===== config.mk =====
export PLATFORM = sky130hd
export DESIGN_NAME = seq_player_ctrl
export DESIGN_NICKNAME = d
export VERILOG_FILES = /design/src/rtl/seq_pkg.sv /design/src/rtl/seq_cycle_timer.sv /design/src/rtl/seq_player_ctrl.sv
export SDC_FILE = /design/constraint.sdc
export NUM_CORES = 1
export LEC_CHECK = 0
export CAP_MARGIN = 20
export CORE_MARGIN = 3
export CORE_UTILIZATION = 33
export CTS_CLUSTER_DIAMETER = 200
export DETAILED_ROUTE_END_ITERATION = 7
export GPL_TIMING_DRIVEN = 1
export RECOVER_POWER = 25
export SLEW_MARGIN = 20
export SYNTH_ARGS = -nofsm -noshare
export SYNTH_HDL_FRONTEND = slang
export SYNTH_SLANG_ARGS = --single-unit

===== constraint.sdc =====
create_clock -name clk -period 2.3 [get_ports clk]
set_input_delay 0.46 -clock clk [delete_from_list [all_inputs] [get_ports clk]]
set_output_delay 0.46 -clock clk [all_outputs]
set_load 0.02 [all_outputs]

===== src/rtl/seq_pkg.sv =====
// Shared types and helpers for the memory-game sequence player.
// Symbol k of a ROM row is stored MSB-first: row[29-3k -: 3].
package seq_pkg;

   localparam int SYM_W   = 3;
   localparam int NUM_SYM = 10;
   localparam int ROW_W   = SYM_W * NUM_SYM;
   localparam int IDX_W   = 4;

   localparam logic [SYM_W-1:0] SYM_NONE = '0;

   typedef enum logic [2:0] {
      IDLE,
      FETCH,
      SHOW_ON,
      SHOW_GAP,
      INPUT,
      RESULT
   } state_t;

   // Constant-index mux keeps every slice in range for any k.
   function automatic logic [SYM_W-1:0] get_sym(input logic [ROW_W-1:0] row,
                                                input logic [IDX_W-1:0] k);
      get_sym = SYM_NONE;
      for (int i = 0; i < NUM_SYM; i++) begin
         if (k == IDX_W'(i))
            get_sym = row[ROW_W-1-SYM_W*i -: SYM_W];
      end
   endfunction

   function automatic logic [IDX_W-1:0] clamp_level(input logic [IDX_W-1:0] lv);
      if (lv == '0)
         clamp_level = IDX_W'(1);
      else if (lv > IDX_W'(NUM_SYM))
         clamp_level = IDX_W'(NUM_SYM);
      else
         clamp_level = lv;
   endfunction

endpackage


===== src/rtl/seq_cycle_timer.sv =====
// Loadable down-counter with a one-cycle expire pulse on the last counted cycle.
// Loading N makes expire fire N-1 cycles after the load edge, so a state entered
// on the load edge lasts exactly N cycles.
module seq_cycle_timer #(
   parameter int CNT_W = 32
) (
   input  logic             clk,
   input  logic             reset_n,
   input  logic             load,
   input  logic [CNT_W-1:0] load_val,
   output logic             expire
);

   logic [CNT_W-1:0] cnt;

   always_ff @(posedge clk or negedge reset_n) begin
      if (!reset_n)
         cnt <= '0;
      else if (load)
         cnt <= load_val;
      else if (cnt != '0)
         cnt <= cnt - 1'b1;
   end

   // Must not depend on load: the FSM reloads in the same cycle it sees expire.
   assign expire = (cnt == CNT_W'(1));

endmodule


===== src/rtl/seq_player_ctrl.sv =====
// Plays a ROM pattern row on the display, then checks the player's presses.
// Optional build macro SEQ_TIMEOUT_EN: fail the round if no press arrives in TIMEOUT_CYC.
module seq_player_ctrl
   import seq_pkg::*;
#(
   parameter int ON_CYC      = 25000000,
   parameter int GAP_CYC     = 12500000,
   parameter int TIMEOUT_CYC = 250000000
) (
   input  logic             clk,
   input  logic             reset_n,
   input  logic             start,
   input  logic [3:0]       pattern,
   input  logic [3:0]       level,
   output logic [3:0]       rom_dir,
   input  logic [ROW_W-1:0] rom_dato,
   output logic [SYM_W-1:0] show_sym,
   input  logic             btn_valid,
   input  logic [SYM_W-1:0] btn_sym,
   output logic             busy,
   output logic             done,
   output logic             pass,
   output logic             fail
);

   localparam int MAX_A  = (ON_CYC > GAP_CYC) ? ON_CYC : GAP_CYC;
   localparam int MAX_CYC = (MAX_A > TIMEOUT_CYC) ? MAX_A : TIMEOUT_CYC;
   localparam int CNT_W  = $clog2(MAX_CYC + 1);

   state_t           state, state_n;
   logic [IDX_W-1:0] idx, idx_n;
   logic [IDX_W-1:0] lvl_q;
   logic [ROW_W-1:0] seq_q;
   logic             fetch_cnt;
   logic             accept, set_pass, set_fail;
   logic             tmr_load, tmr_exp;
   logic [CNT_W-1:0] tmr_val;
   logic             last_idx;

   seq_cycle_timer #(.CNT_W(CNT_W)) u_timer (
      .clk      (clk),
      .reset_n  (reset_n),
      .load     (tmr_load),
      .load_val (tmr_val),
      .expire   (tmr_exp)
   );

   assign last_idx = (idx == lvl_q - IDX_W'(1));

   always_ff @(posedge clk or negedge reset_n) begin
      if (!reset_n) begin
         state     <= IDLE;
         idx       <= '0;
         lvl_q     <= '0;
         seq_q     <= '0;
         fetch_cnt <= 1'b0;
         rom_dir   <= '0;
         pass      <= 1'b0;
         fail      <= 1'b0;
      end else begin
         state     <= state_n;
         idx       <= idx_n;
         fetch_cnt <= (state == FETCH) ? ~fetch_cnt : 1'b0;
         if (accept) begin
            rom_dir <= pattern;
            lvl_q   <= clamp_level(level);
            pass    <= 1'b0;
            fail    <= 1'b0;
         end
         // Row is frozen here for the rest of the round.
         if (state == FETCH && fetch_cnt)
            seq_q <= rom_dato;
         if (set_pass)
            pass <= 1'b1;
         if (set_fail)
            fail <= 1'b1;
      end
   end

   always_comb begin
      state_n  = state;
      idx_n    = idx;
      accept   = 1'b0;
      set_pass = 1'b0;
      set_fail = 1'b0;
      tmr_load = 1'b0;
      tmr_val  = '0;
      case (state)
         IDLE: begin
            if (start) begin
               accept  = 1'b1;
               state_n = FETCH;
            end
         end
         FETCH: begin
            if (fetch_cnt) begin
               state_n  = SHOW_ON;
               idx_n    = '0;
               tmr_load = 1'b1;
               tmr_val  = CNT_W'(ON_CYC);
            end
         end
         SHOW_ON: begin
            if (tmr_exp) begin
               state_n  = SHOW_GAP;
               tmr_load = 1'b1;
               tmr_val  = CNT_W'(GAP_CYC);
            end
         end
         SHOW_GAP: begin
            if (tmr_exp) begin
               if (last_idx) begin
                  state_n = INPUT;
                  idx_n   = '0;
`ifdef SEQ_TIMEOUT_EN
                  tmr_load = 1'b1;
                  tmr_val  = CNT_W'(TIMEOUT_CYC);
`endif
               end else begin
                  state_n  = SHOW_ON;
                  idx_n    = idx + IDX_W'(1);
                  tmr_load = 1'b1;
                  tmr_val  = CNT_W'(ON_CYC);
               end
            end
         end
         INPUT: begin
            if (btn_valid) begin
               if (btn_sym != get_sym(seq_q, idx)) begin
                  state_n  = RESULT;
                  set_fail = 1'b1;
               end else if (last_idx) begin
                  state_n  = RESULT;
                  set_pass = 1'b1;
               end else begin
                  idx_n = idx + IDX_W'(1);
`ifdef SEQ_TIMEOUT_EN
                  tmr_load = 1'b1;
                  tmr_val  = CNT_W'(TIMEOUT_CYC);
`endif
               end
            end
`ifdef SEQ_TIMEOUT_EN
            else if (tmr_exp) begin
               state_n  = RESULT;
               set_fail = 1'b1;
            end
`endif
         end
         RESULT: state_n = IDLE;
         default: state_n = IDLE;
      endcase
   end

   assign busy     = (state != IDLE) && (state != RESULT);
   assign done     = (state == RESULT);
   assign show_sym = (state == SHOW_ON) ? get_sym(seq_q, idx) : SYM_NONE;

endmodule

# ---- Word-level counts from Yosys, hierarchy flattened
# Cells that the tools add are included.
dict set report word_totals {
  output_inout_bits 11
  reg_bits 76
  word_cells 109
}
dict set report classes {
  eq_ne 26
  mux 56
  n_bitwise 1
  n_reduce_logical 13
  n_lt_le_gt_ge 1
  n_addsub 3
}
# cell count
set ops {}
lappend ops {{$mux 25} 3}
lappend ops {{$pmux 25 s3} 1}
lappend ops {{$mux 3} 21}
lappend ops {{$mux 28} 2}
lappend ops {{$mux 4} 8}
lappend ops {{$eq 28x1->1 const B} 1}
lappend ops {{$reduce_bool 28->1} 1}
lappend ops {{$sub 28x1->28 const B} 1}
lappend ops {{$mux 24} 1}
lappend ops {{$mux 1} 17}
lappend ops {{$eq 4x3->1 const B} 4}
lappend ops {{$pmux 3 s5} 1}
lappend ops {{$ne 2x2->1 const B} 7}
lappend ops {{$pmux 4 s3} 1}
lappend ops {{$reduce_and 6->1} 2}
lappend ops {{$eq 4x2->1 const B} 2}
lappend ops {{$eq 4x4->1 const B} 2}
lappend ops {{$logic_not 4->1} 2}
lappend ops {{$eq 3x2->1 const B} 2}
lappend ops {{$eq 3x3->1 const B} 2}
lappend ops {{$ne 3x3->1 const B} 2}
lappend ops {{$reduce_bool 2->1} 3}
lappend ops {{$reduce_bool 3->1} 2}
lappend ops {{$add 4x1->4 const B} 1}
lappend ops {{other kinds (10)} 11}

# ---- Logic depth before layout (Yosys ltp)
# Gate-level depths: netlist of run 1.
dict set report logic_depth {
  depth_word 18
  depth_mapped 11
}

# ---- Modules after synthesis
# A second synthesis of run 1 with hierarchy kept.
dict set report unflattened {
  cells_unflattened 453
  area_unflattened_um2 4424.2
}
# module cells_per_inst instances seq_area_each_um2 area_each_um2
set modules_own_cells {}
lappend modules_own_cells {seq_player_ctrl 270 1 1201.2 2677.6}
lappend modules_own_cells {seq_cycle_timer 183 1 700.7 1746.7}

# ---- Least setup slack after synthesis of run 1
# No wires, ideal clock.
dict set report synth_timing {
  path_kind {flip-flop to flip-flop}
  start {register idx[0]}
  end {register idx[2]}
  path_buffers 1
  stages_incl_launch_ff 12
  slack_ns -0.191
  arrival_time_ns 2.370
  synth_period_minus_slack_ns 2.491
  path_cell_list {dfrtp_1 inv_1 ha_1 buf_2 nor2b_1 o311ai_0 a21boi_0 a221oi_2 nor3b_2 a21o_4 o21ai_2 a22o_1}
}
dict set report synth_via {
  elab_chain_cells 16
}
# item line
set synth_lines {}
lappend synth_lines {{from (decl)} seq_player_ctrl.sv:31} ;# logic [IDX_W-1:0] idx, idx_n;
lappend synth_lines {{from (signal assigned)} seq_player_ctrl.sv:62} ;# idx <= idx_n;
lappend synth_lines {{$logic_not 4->1} seq_pkg.sv:26} ;# if (k == IDX_W'(i))
lappend synth_lines {{$mux 3 (3 in a row)} seq_pkg.sv:26}
lappend synth_lines {{$mux 3} n/a}
lappend synth_lines {{$mux 3 (6 in a row)} seq_pkg.sv:26}
lappend synth_lines {{$mux 3} seq_player_ctrl.sv:128} ;# if (btn_valid) begin
lappend synth_lines {{$mux 3} seq_player_ctrl.sv:88} ;# case (state)
lappend synth_lines {{$ne 3x3->1} seq_player_ctrl.sv:129} ;# if (btn_sym != get_sym(seq_q, idx)) begin
lappend synth_lines {{$ne 2x2->1 (no source line)} n/a}
lappend synth_lines {{$reduce_and 6->1 (no source line)} n/a}
# Several ways; a longest one is shown, not always the timed one. The select of a mux whose other input is x is not followed.
# A chain may end at the register's enable or synchronous reset.

# ---- Worst setup path after layout of run 1
# Ends and elaborated chain as after synthesis.

==> results of run 1 <==
## power by group
part,leakage [nW],switching [W],internal [W]
clock,0.148,0.000555,0.000900
sequential,0.915,0.000496,0.00190
combinational,1.47,0.00158,0.00185
## worst max-delay path: cells and delay by family (launching register included)
family	cells	cell delay [ns]
buffers and inverters	5	0.64
AO/OA/AOI/OAI	6	1.30
adder cells (fa/ha/maj)	1	0.20
flip-flops	1	0.42
## registers in the layout (all words and copies together), names as in the netlist
register / flops
fail: 1
fetch_cnt: 1
idx: 4
lvl_q: 4
pass: 1
rom_dir: 4
seq_q: 30
state: 3
u_timer.cnt: 28
## synth_stat cells, types with 2 or more instances
library cell / count
sky130_fd_sc_hd__nor3_1: 18
sky130_fd_sc_hd__and3b_1: 2
sky130_fd_sc_hd__clkbuf_1: 4
sky130_fd_sc_hd__ha_1: 7
sky130_fd_sc_hd__mux2_2: 30
sky130_fd_sc_hd__nand3_1: 11
sky130_fd_sc_hd__nor2_1: 31
sky130_fd_sc_hd__and2_1: 2
sky130_fd_sc_hd__buf_2: 8
sky130_fd_sc_hd__nor2b_1: 8
sky130_fd_sc_hd__o31ai_1: 4
sky130_fd_sc_hd__inv_1: 14
sky130_fd_sc_hd__o211ai_1: 2
sky130_fd_sc_hd__nor4_2: 3
sky130_fd_sc_hd__a21o_1: 3
sky130_fd_sc_hd__nand3b_1: 6
sky130_fd_sc_hd__o21ai_0: 8
sky130_fd_sc_hd__nor4b_1: 2
sky130_fd_sc_hd__a221oi_1: 2
sky130_fd_sc_hd__or3_1: 6
sky130_fd_sc_hd__o21a_1: 2
sky130_fd_sc_hd__nor3_2: 3
sky130_fd_sc_hd__o21ai_1: 3
sky130_fd_sc_hd__mux2i_1: 3
sky130_fd_sc_hd__nor4_1: 4
sky130_fd_sc_hd__xor2_1: 10
sky130_fd_sc_hd__nand2_1: 59
sky130_fd_sc_hd__dfrtp_1: 76
sky130_fd_sc_hd__nand2b_1: 9
sky130_fd_sc_hd__a211oi_1: 2
sky130_fd_sc_hd__and4b_1: 2
sky130_fd_sc_hd__nand4_1: 2
sky130_fd_sc_hd__xnor2_1: 20
sky130_fd_sc_hd__nor3b_1: 5
sky130_fd_sc_hd__a21oi_1: 10
## repair_timing
action                                 in CTS  in global routing
buffers inserted                            3                  1
gates resized for setup                    35                  8
cloned                                      0                  0
setup endpoints to repair                  19                 34
hold buffers                                0                  0
pin swaps                                  13                  4
endpoints found under the hold margin       0                  0
## cells by family after synthesis
kind of cell	after synthesis	synth area share
simple gates	179	0.228
flops	76	0.464
fa+ha+maj	7	0.0214
mux	33	0.0898
compound gates	57	0.104
xor+xnor	30	0.0641
buf+inv	27	0.0290
## layer usage
layer / global-route usage / part of all wire
met5: 0 / 0
met4: 0.0799 / 0.033
met3: 0.0357 / 0.033
met2: 0.276 / 0.50
met1: 0.189 / 0.43
## path summary, 6_finish.rpt
check                                     from               endpoint  depth (start not counted)
max reg2reg                 idx[0]$_DFFE_PN0P_     idx[2]$_DFFE_PN0P_                         12
min                                    reset_n  seq_q[11]$_DFFE_PN0P_                          1
max in group asynchronous              reset_n     idx[0]$_DFFE_PN0P_                          2
min in group clk           fetch_cnt$_DFF_PN0_    fetch_cnt$_DFF_PN0_                          1
min reg2reg                fetch_cnt$_DFF_PN0_    fetch_cnt$_DFF_PN0_                          1
max                         idx[0]$_DFFE_PN0P_     idx[2]$_DFFE_PN0P_                         12
## cells in the final DEF (no fill, tap or decap), drive strengths merged, types with 3 or more instances in the layout
cell / instances
mux2: 30
nor2: 31
nand2b: 9
xnor2: 20
dfrtp: 76
a221oi: 3
or3: 6
nor3: 21
nand3: 11
nor3b: 6
xor2: 10
ha: 7
and2: 3
o31ai: 4
nand2: 59
nand3b: 6
inv: 15
nor2b: 8
mux2i: 3
o21ai: 12
clkdlybuf4s50: 50
nor4: 7
clkbuf: 13
buf: 79
a21o: 4
a21oi: 10
## metrics by stage
step | setup slack (ns) | instances | hold slack [ns] | TNS, ns | util
floorplan | -0.0902 | 409 | 0.164 | -0.164 | -
global placement | -0.415 | 692 | 0.399 | -2.58 | 0.453
detailed placement | -0.400 | 692 | 0.404 | -2.82 | 0.453
CTS | -0.281 | 711 | 0.0368 | -2.09 | 0.487
global route | -0.473 | 712 | 0.288 | -4.22 | 0.490
finish | -0.361 | 712 | 0.198 | -2.54 | 0.490
## final cells by class
class	count	area [um^2]	area share
Multi-Input combinational cell	306	2270	0.385
Tap cell	168	210	0.0356
Clock inverter	5	58.8	0.00996
Clock buffer	11	253	0.0428
Inverter	14	52.6	0.00890
Timing Repair Buffer	132	1150	0.195
Sequential cell	76	1900	0.323
==> summary by stage, run 1 <==
Place
The half-perimeter wire length of the detailed placement result is 7.88 mm. In this run the tool buffered the top-level ports with 55 buffer cells. The placed instances occupy a cell area of 5460 um^2.

The congestion estimate from routability-driven global placement came to 0.887.

Yosys
Synthesis produced 409 cells. Synthesis inferred 76 register bits. Yosys mapped a number of flops with a built-in enable equal to 0. The synthesized design spends more area on one cell type than any other, namely sky130_fd_sc_hd__dfrtp_1. The synthesized netlist occupies a cell area of 4100 um^2. For this run, asynchronously set or reset flops after synthesis account for 1.00. The count of distinct cell types in the synthesized netlist is 63.

The synthesis warning total is 0. By area the synthesized netlist is led by sky130_fd_sc_hd__dfrtp_1, sky130_fd_sc_hd__mux2_2, sky130_fd_sc_hd__nand2_1, sky130_fd_sc_hd__xnor2_1, sky130_fd_sc_hd__nor2_1. The total nets after synthesis is 461.

The leading register cell type out of synthesis is sky130_fd_sc_hd__dfrtp_1. For this run, the register share of the synthesized area comes to 0.464. The fraction of synthesized cell area taken by the top area cell type is 0.464. The post-synthesis area per instance is 10.0 um^2.

Routing
The remaining antenna violation count after routing is 0. In the routed design, unresolved DRC markers number 0. The mean number of vias per cell is 4.84.

The first TritonRoute pass finished after 6 iterations. Wires add up to 10.6 mm. The per-cell routed wire length is 14.9 um. For this block, the initial DRC count from the detailed router was 183. The detailed router placed 3,448 vias in this run.

Timing
The highest clock frequency the design can meet is 0.376 GHz. The post-route clock period utilization is 1.16. The number of pins with negative max-slew slack in the final report was 0. The clock skew after layout is 0.00909 ns. The final-report setup violation count is 10. For the pin with the worst max-slew slack, the measured transition is 0.847 ns. The routed design could run at a clock period as short as 2.66 ns. The worst slew margin relative to its limit is 0.436. The final number of hold-violating endpoints came to 0. Setup repair after global routing could not meet its margin everywhere. After layout, the worst setup slack is -0.361 ns.

Die
The floorplan step set the die height to 117 um. The x dimension of the die is 117 um. The core area is 12,100 um^2.

The initialized floorplan defines 40 standard-cell rows. The die area is 13,800 um^2. The number of primary I/O pins is 56.

The initial standard-cell utilization of the core is 0.340.

Clock network
The clock-pin transition on the worst setup and hold timing paths is 0.06 ns. TritonCTS built the clock tree. CTS saw 76 sinks. The H-tree level count is 3.

The root buffer cell is sky130_fd_sc_hd__clkbuf_16. The clock reaches the later pin of the worst-skew pair after 0.34 ns. The number of buffers on the longest clock path is 2. Counting the buffers created by CTS gives 9.

Pwr
The overall power consumption is 0.00728 W. The cell area power density is 1230 nW/um^2. The leakage power of the design is 2.53 nW. The maximum VDD drop is 0.445 mV.

Layout
At the end of the flow, the number of nets in the layout was 591. The signed area change from the synthesized netlist to the final layout is 44.1%. The number of antenna diodes in the final layout is 0. Of the cells placed in the final design, the portion with a size suffix greater than 1 is 0.314. After routing the design area is 5900 um^2. Fill cells in the final layout number 1,107.

Critical path
The critical path startpoint category is a flop. The worst register-to-register path has a setup slack of -0.36 ns. The highest cell delay on the worst timing path is 0.42 ns.

The cell with the largest stage delay on the worst path is sky130_fd_sc_hd__dfrtp_2. The endpoint type of the worst setup path is a flop. The dominant cell type by count on the critical path is sky130_fd_sc_hd__buf_4. Traced cell by cell, the critical path runs through inv_2, ha_2, buf_4, inv_1, o31ai_4, o221a_4, buf_4, o31a_1, o211a_4, a21o_4, buf_6, a22o_1. The worst setup path is of the flop to flop kind. STA puts the critical path data required time at 2.53 ns.

The data arrival time at the worst-slack endpoint is 2.89 ns. The worst-path maximum fanout is 6.

GRT
The via count of the first global-routing pass came to 3,575. The global router's overall resource usage is 0.161. The residual overflow from global routing is 0. The first-pass GRT wire length is 18.0 mm.

The initial antenna violation count is 0. Entering global routing, the biggest net connects 61 pins.

Status
The checks that failed: negative setup slack. The flow ran to the end, but the final reports show violations.

Worst hold path
The class of the tightest hold or removal check is input pin to async pin.

Flow run
The max-capacitance violation count is 0.
No activity file was read; power rests on OpenSTA's default activity.
==> run 2, diff against run 1 <==
--- a/config.mk
+++ b/config.mk
@@ -5,7 +5,6 @@
 export SDC_FILE = /design/constraint.sdc
 export NUM_CORES = 1
 export LEC_CHECK = 0
-export CAP_MARGIN = 20
 export CORE_MARGIN = 3
 export CORE_UTILIZATION = 33
 export CTS_CLUSTER_DIAMETER = 200
==> results of run 2 <==
The final DEF is identical to that of run 1; final timing and power are the same.
==> run 3, diff against run 2 <==
==> constraint.sdc (replaced) <==
create_clock -name clk -period 3.3 [get_ports clk]
set_input_delay 0.66 -clock clk [delete_from_list [all_inputs] [get_ports clk]]
set_output_delay 0.66 -clock clk [all_outputs]
set_load 0.02 [all_outputs]
==> run 3 against run 2 <==
Net effect: clock-buffer cell count increased by 2; die area unchanged; combinational power decreased by 51%; global-route usage decreased by 1.5 points; critical endpoint is now show_sym[0]; final cell count decreased by 9.7%; clock power decreased by 31%; sequential cell count unchanged; sequential power decreased by 30%; total power decreased by 40%; critical path type is now flop to output pin; the run ends with max-capacitance violations, max-slew violations left.
==> summary by stage, run 3 (synthesized netlist as in run 1, its figures left out) <==
GRT
The first-pass GRT wire length is 16.2 mm (was 18.0 mm). The residual overflow from global routing came to 0 (unchanged). The initial antenna violation count was 0 (unchanged).

The via count of the first global-routing pass came to 3,195 (was 3,575). The global router's overall resource usage is 0.145 (was 0.161). The maximum number of pins on one net before global-route repair is 77 (was 61).

Timing
The clock skew after layout is 0.00754 ns (was 0.00909 ns). The highest clock frequency the design can meet is 0.314 GHz. The worst slew margin relative to its limit was -0.270 (was 0.436). The number of pins with negative max-slew slack in the final report came to 77 (was 0). The actual slew at the worst max-slew pin is 1.91 ns (was 0.847 ns). The sum of negative setup slack came to 0 ns (was -2.54 ns). The final-report setup violation count is 0 (was 10). Setup repair after global routing missed its margin: no (was yes). In the finished design, the share of the clock period the worst path needs comes to 0.965. The minimum clock period is 3.18 ns. The final number of hold-violating endpoints is 0 (unchanged).

Pwr
The maximum VDD drop was 0.322 mV (was 0.445 mV). The leakage power of the design came to 2.14 nW (was 2.53 nW). The overall power consumption was 0.00436 W (was 0.00728 W). The cell area power density is 844 nW/um^2 (was 1230 nW/um^2).

Critical path
The path type of the worst setup path was flop to output pin (was flop to flop). The data arrival time at the worst-slack endpoint was 2.52 ns (was 2.89 ns). The end of the worst register-to-register path is idx[2]$_DFFE_PN0P_ (unchanged). The endpoint type of the worst setup path is an output pin (was flop).

The worst-path maximum fanout is 6 (unchanged). The setup slack of the most critical reg-to-reg path is 0.38 ns (was -0.36 ns). The logic depth of the worst register-to-register path is 11 (was 12). The critical path startpoint category is a flop (unchanged).

The critical path data required time came to 2.64 ns (was 2.53 ns). The launch point of the worst reg-to-reg path is idx[1]$_DFFE_PN0P_ (was idx[0]$_DFFE_PN0P_).

Die
The core area is 12,100 um^2 (unchanged). The initial standard-cell utilization of the core is 0.340 (unchanged). The die area is 13,800 um^2 (unchanged). The die extent in y is 117 um (unchanged). The x dimension of the die was 117 um (unchanged).

The placement row count is 40 (unchanged). The number of primary I/O pins came to 56 (unchanged).

Routing
The total routed wirelength was 9.44 mm (was 10.6 mm). The vias after detailed routing is 3,167 (was 3,448). The DRC violation count after routing is 0 (unchanged). The mean number of vias per cell is 4.93 (was 4.84). The DRC violation total after the first TritonRoute iteration was 192 (was 183). The remaining antenna violation count after routing came to 0 (unchanged). The number of detailed-route iterations in the first pass is 4 (was 6). The per-cell routed wire length was 14.7 um (was 14.9 um).

Worst hold path
Counting instances, the worst hold path has a depth of 1. The class of the tightest hold or removal check is flop to flop (was input pin to async pin). For hold timing, the worst endpoint is fetch_cnt$_DFF_PN0_. The beginning of the worst hold path is fetch_cnt$_DFF_PN0_.

Clock network
The number of buffers inserted by hold repair at cts is 0 (unchanged). The clock sink count came to 76 (unchanged). The H-tree level count came to 3 (unchanged).

The clock tree from TritonCTS is built (unchanged). The clock buffer count from CTS came to 9 (unchanged). The number of buffers on the longest clock path is 2 (unchanged). The clock-pin transition on the worst setup and hold timing paths is 0.06 ns (about the same). The root buffer cell was sky130_fd_sc_hd__clkbuf_16 (unchanged).

The clock latency on the worst-skew pair is 0.34 ns (about the same).

Layout
The post-layout instance area is 5160 um^2 (was 5900 um^2). The share of layout cells above drive strength 1 is 0.154 (was 0.314). The final cell utilization of the core was 0.428 (was 0.490). The most flop-heavy register is seq_q (unchanged).

The non-filler instance count after layout is 643 (was 712). The signed area change from the synthesized netlist to the final layout came to 26.0% (was 44.1%). The fill cell instance count of the final layout is 1,180 (was 1,107). The flip-flop count of the largest register, all copies and words added is 30 (unchanged).

The most common library cell in the layout ignoring fill and taps is sky130_fd_sc_hd__dfrtp_1 (unchanged). The number of antenna repair diodes is 0 (unchanged). Registers with the most flip-flops: seq_q x30, u_timer.cnt x28 (unchanged). The number of nets at the end of the flow was 522 (was 591). Top library cells by usage in the layout, fill and taps aside: sky130_fd_sc_hd__dfrtp_1, sky130_fd_sc_hd__nand2_1, sky130_fd_sc_hd__clkdlybuf4s50_1, sky130_fd_sc_hd__nor2_1, sky130_fd_sc_hd__mux2_2 (was sky130_fd_sc_hd__dfrtp_1, sky130_fd_sc_hd__buf_4, sky130_fd_sc_hd__nand2_1, sky130_fd_sc_hd__clkdlybuf4s50_1, sky130_fd_sc_hd__nor2_1).

Place
The last weighted congestion value of the routability-driven placer was 0.891 (was 0.887). The half-perimeter wire length of the detailed placement result is 6.80 mm (was 7.88 mm). The number of port buffers is 55 (unchanged). The total placed cells including tap cells is 627 (was 692). The cell area after placement is 4860 um^2 (was 5460 um^2).

Status
Result of the run: complete, but fails checks (unchanged). Failing checks: max-capacitance violations, max-slew violations (was negative setup slack).

Flow run
The max-capacitance violation count came to 1 (was 0).
==> run 3: changes by cell type in the layout (fill, tap and decap cells not counted), moves of 3 or more <==
cell,before,now
sky130_fd_sc_hd__buf_6,4,0
sky130_fd_sc_hd__nor3_1,15,18
sky130_fd_sc_hd__ha_4,3,0
sky130_fd_sc_hd__buf_4,73,8
==> run 3: how the worst max path moves through the flow <==
stage / slack [ns] / cells after the start / start / end
finish: 0.12 / 8 / idx[0]$_DFFE_PN0P_ / show_sym[0]
global placement: 0.19 / 8 / idx[0]$_DFFE_PN0P_ / show_sym[0]
detailed placement: 0.11 / 8 / idx[0]$_DFFE_PN0P_ / show_sym[0]
floorplan: 0.65 / 7 / idx[0]$_DFFE_PN0P_ / show_sym[0]
CTS: 0.08 / 8 / idx[0]$_DFFE_PN0P_ / show_sym[0]
global route: 0.002 / 8 / idx[0]$_DFFE_PN0P_ / show_sym[0]
==> run 3: power breakdown <==
group | internal (W) | leakage [nW] | switching [W] | total (W)
sequential | 0.00132 | 0.918 | 0.000365 | 0.00169
clock | 0.000627 | 0.142 | 0.000379 | 0.00101
combinational | 0.000821 | 1.08 | 0.000845 | 0.00167
total | 0.00277 | 2.14 | 0.00159 | 0.00436
==> run 3: layout make-up <==
cell class / count / area [um^2] / area share
Sequential cell: 76 / 1900 / 0.368
Clock buffer: 13 / 260 / 0.0504
Timing Repair Buffer: 63 / 603 / 0.117
Clock inverter: 3 / 45.0 / 0.00872
Multi-Input combinational cell: 306 / 2090 / 0.405
Tap cell: 168 / 210 / 0.0407
Inverter: 14 / 52.6 / 0.0102
==> run 3: metal layers <==
layer	track usage	vias up	wire (um)
met5	0	-	0
met4	0.0609	0	151
met3	0.0352	11	431
met2	0.223	70	4300
met1	0.198	1533	4560
li1	-	1553	-
==> run 3: repair_timing <==
item                                    4_1_cts  5_1_grt
buffers inserted                              0        0
endpoints found under the hold margin         0        0
resized for setup                             5        3
cloned                                        0        0
endpoints found under the setup margin        3        2
==> run 3: stage by stage <==
| stage | hold slack [ns] | setup slack [ns] |
|---|---|---|
| global route | 0.466 | 0.00206 |
| detailed placement | 0.436 | 0.108 |
| finish | 0.443 | 0.116 |
| floorplan | 0.364 | 0.649 |
| global placement | 0.435 | 0.186 |
| CTS | 0.446 | 0.0821 |
==> run 3: critical path, stage by stage (launching register included) <==
cell                              delay (ns)
sky130_fd_sc_hd__dfrtp_1                0.45
sky130_fd_sc_hd__inv_1                  0.14
sky130_fd_sc_hd__ha_1                   0.18
sky130_fd_sc_hd__nor2b_2                0.25
sky130_fd_sc_hd__a221oi_1               0.11
sky130_fd_sc_hd__o22a_1                 0.23
sky130_fd_sc_hd__o21a_1                 0.17
sky130_fd_sc_hd__nor3_1                 0.28
sky130_fd_sc_hd__clkdlybuf4s15_1        0.36
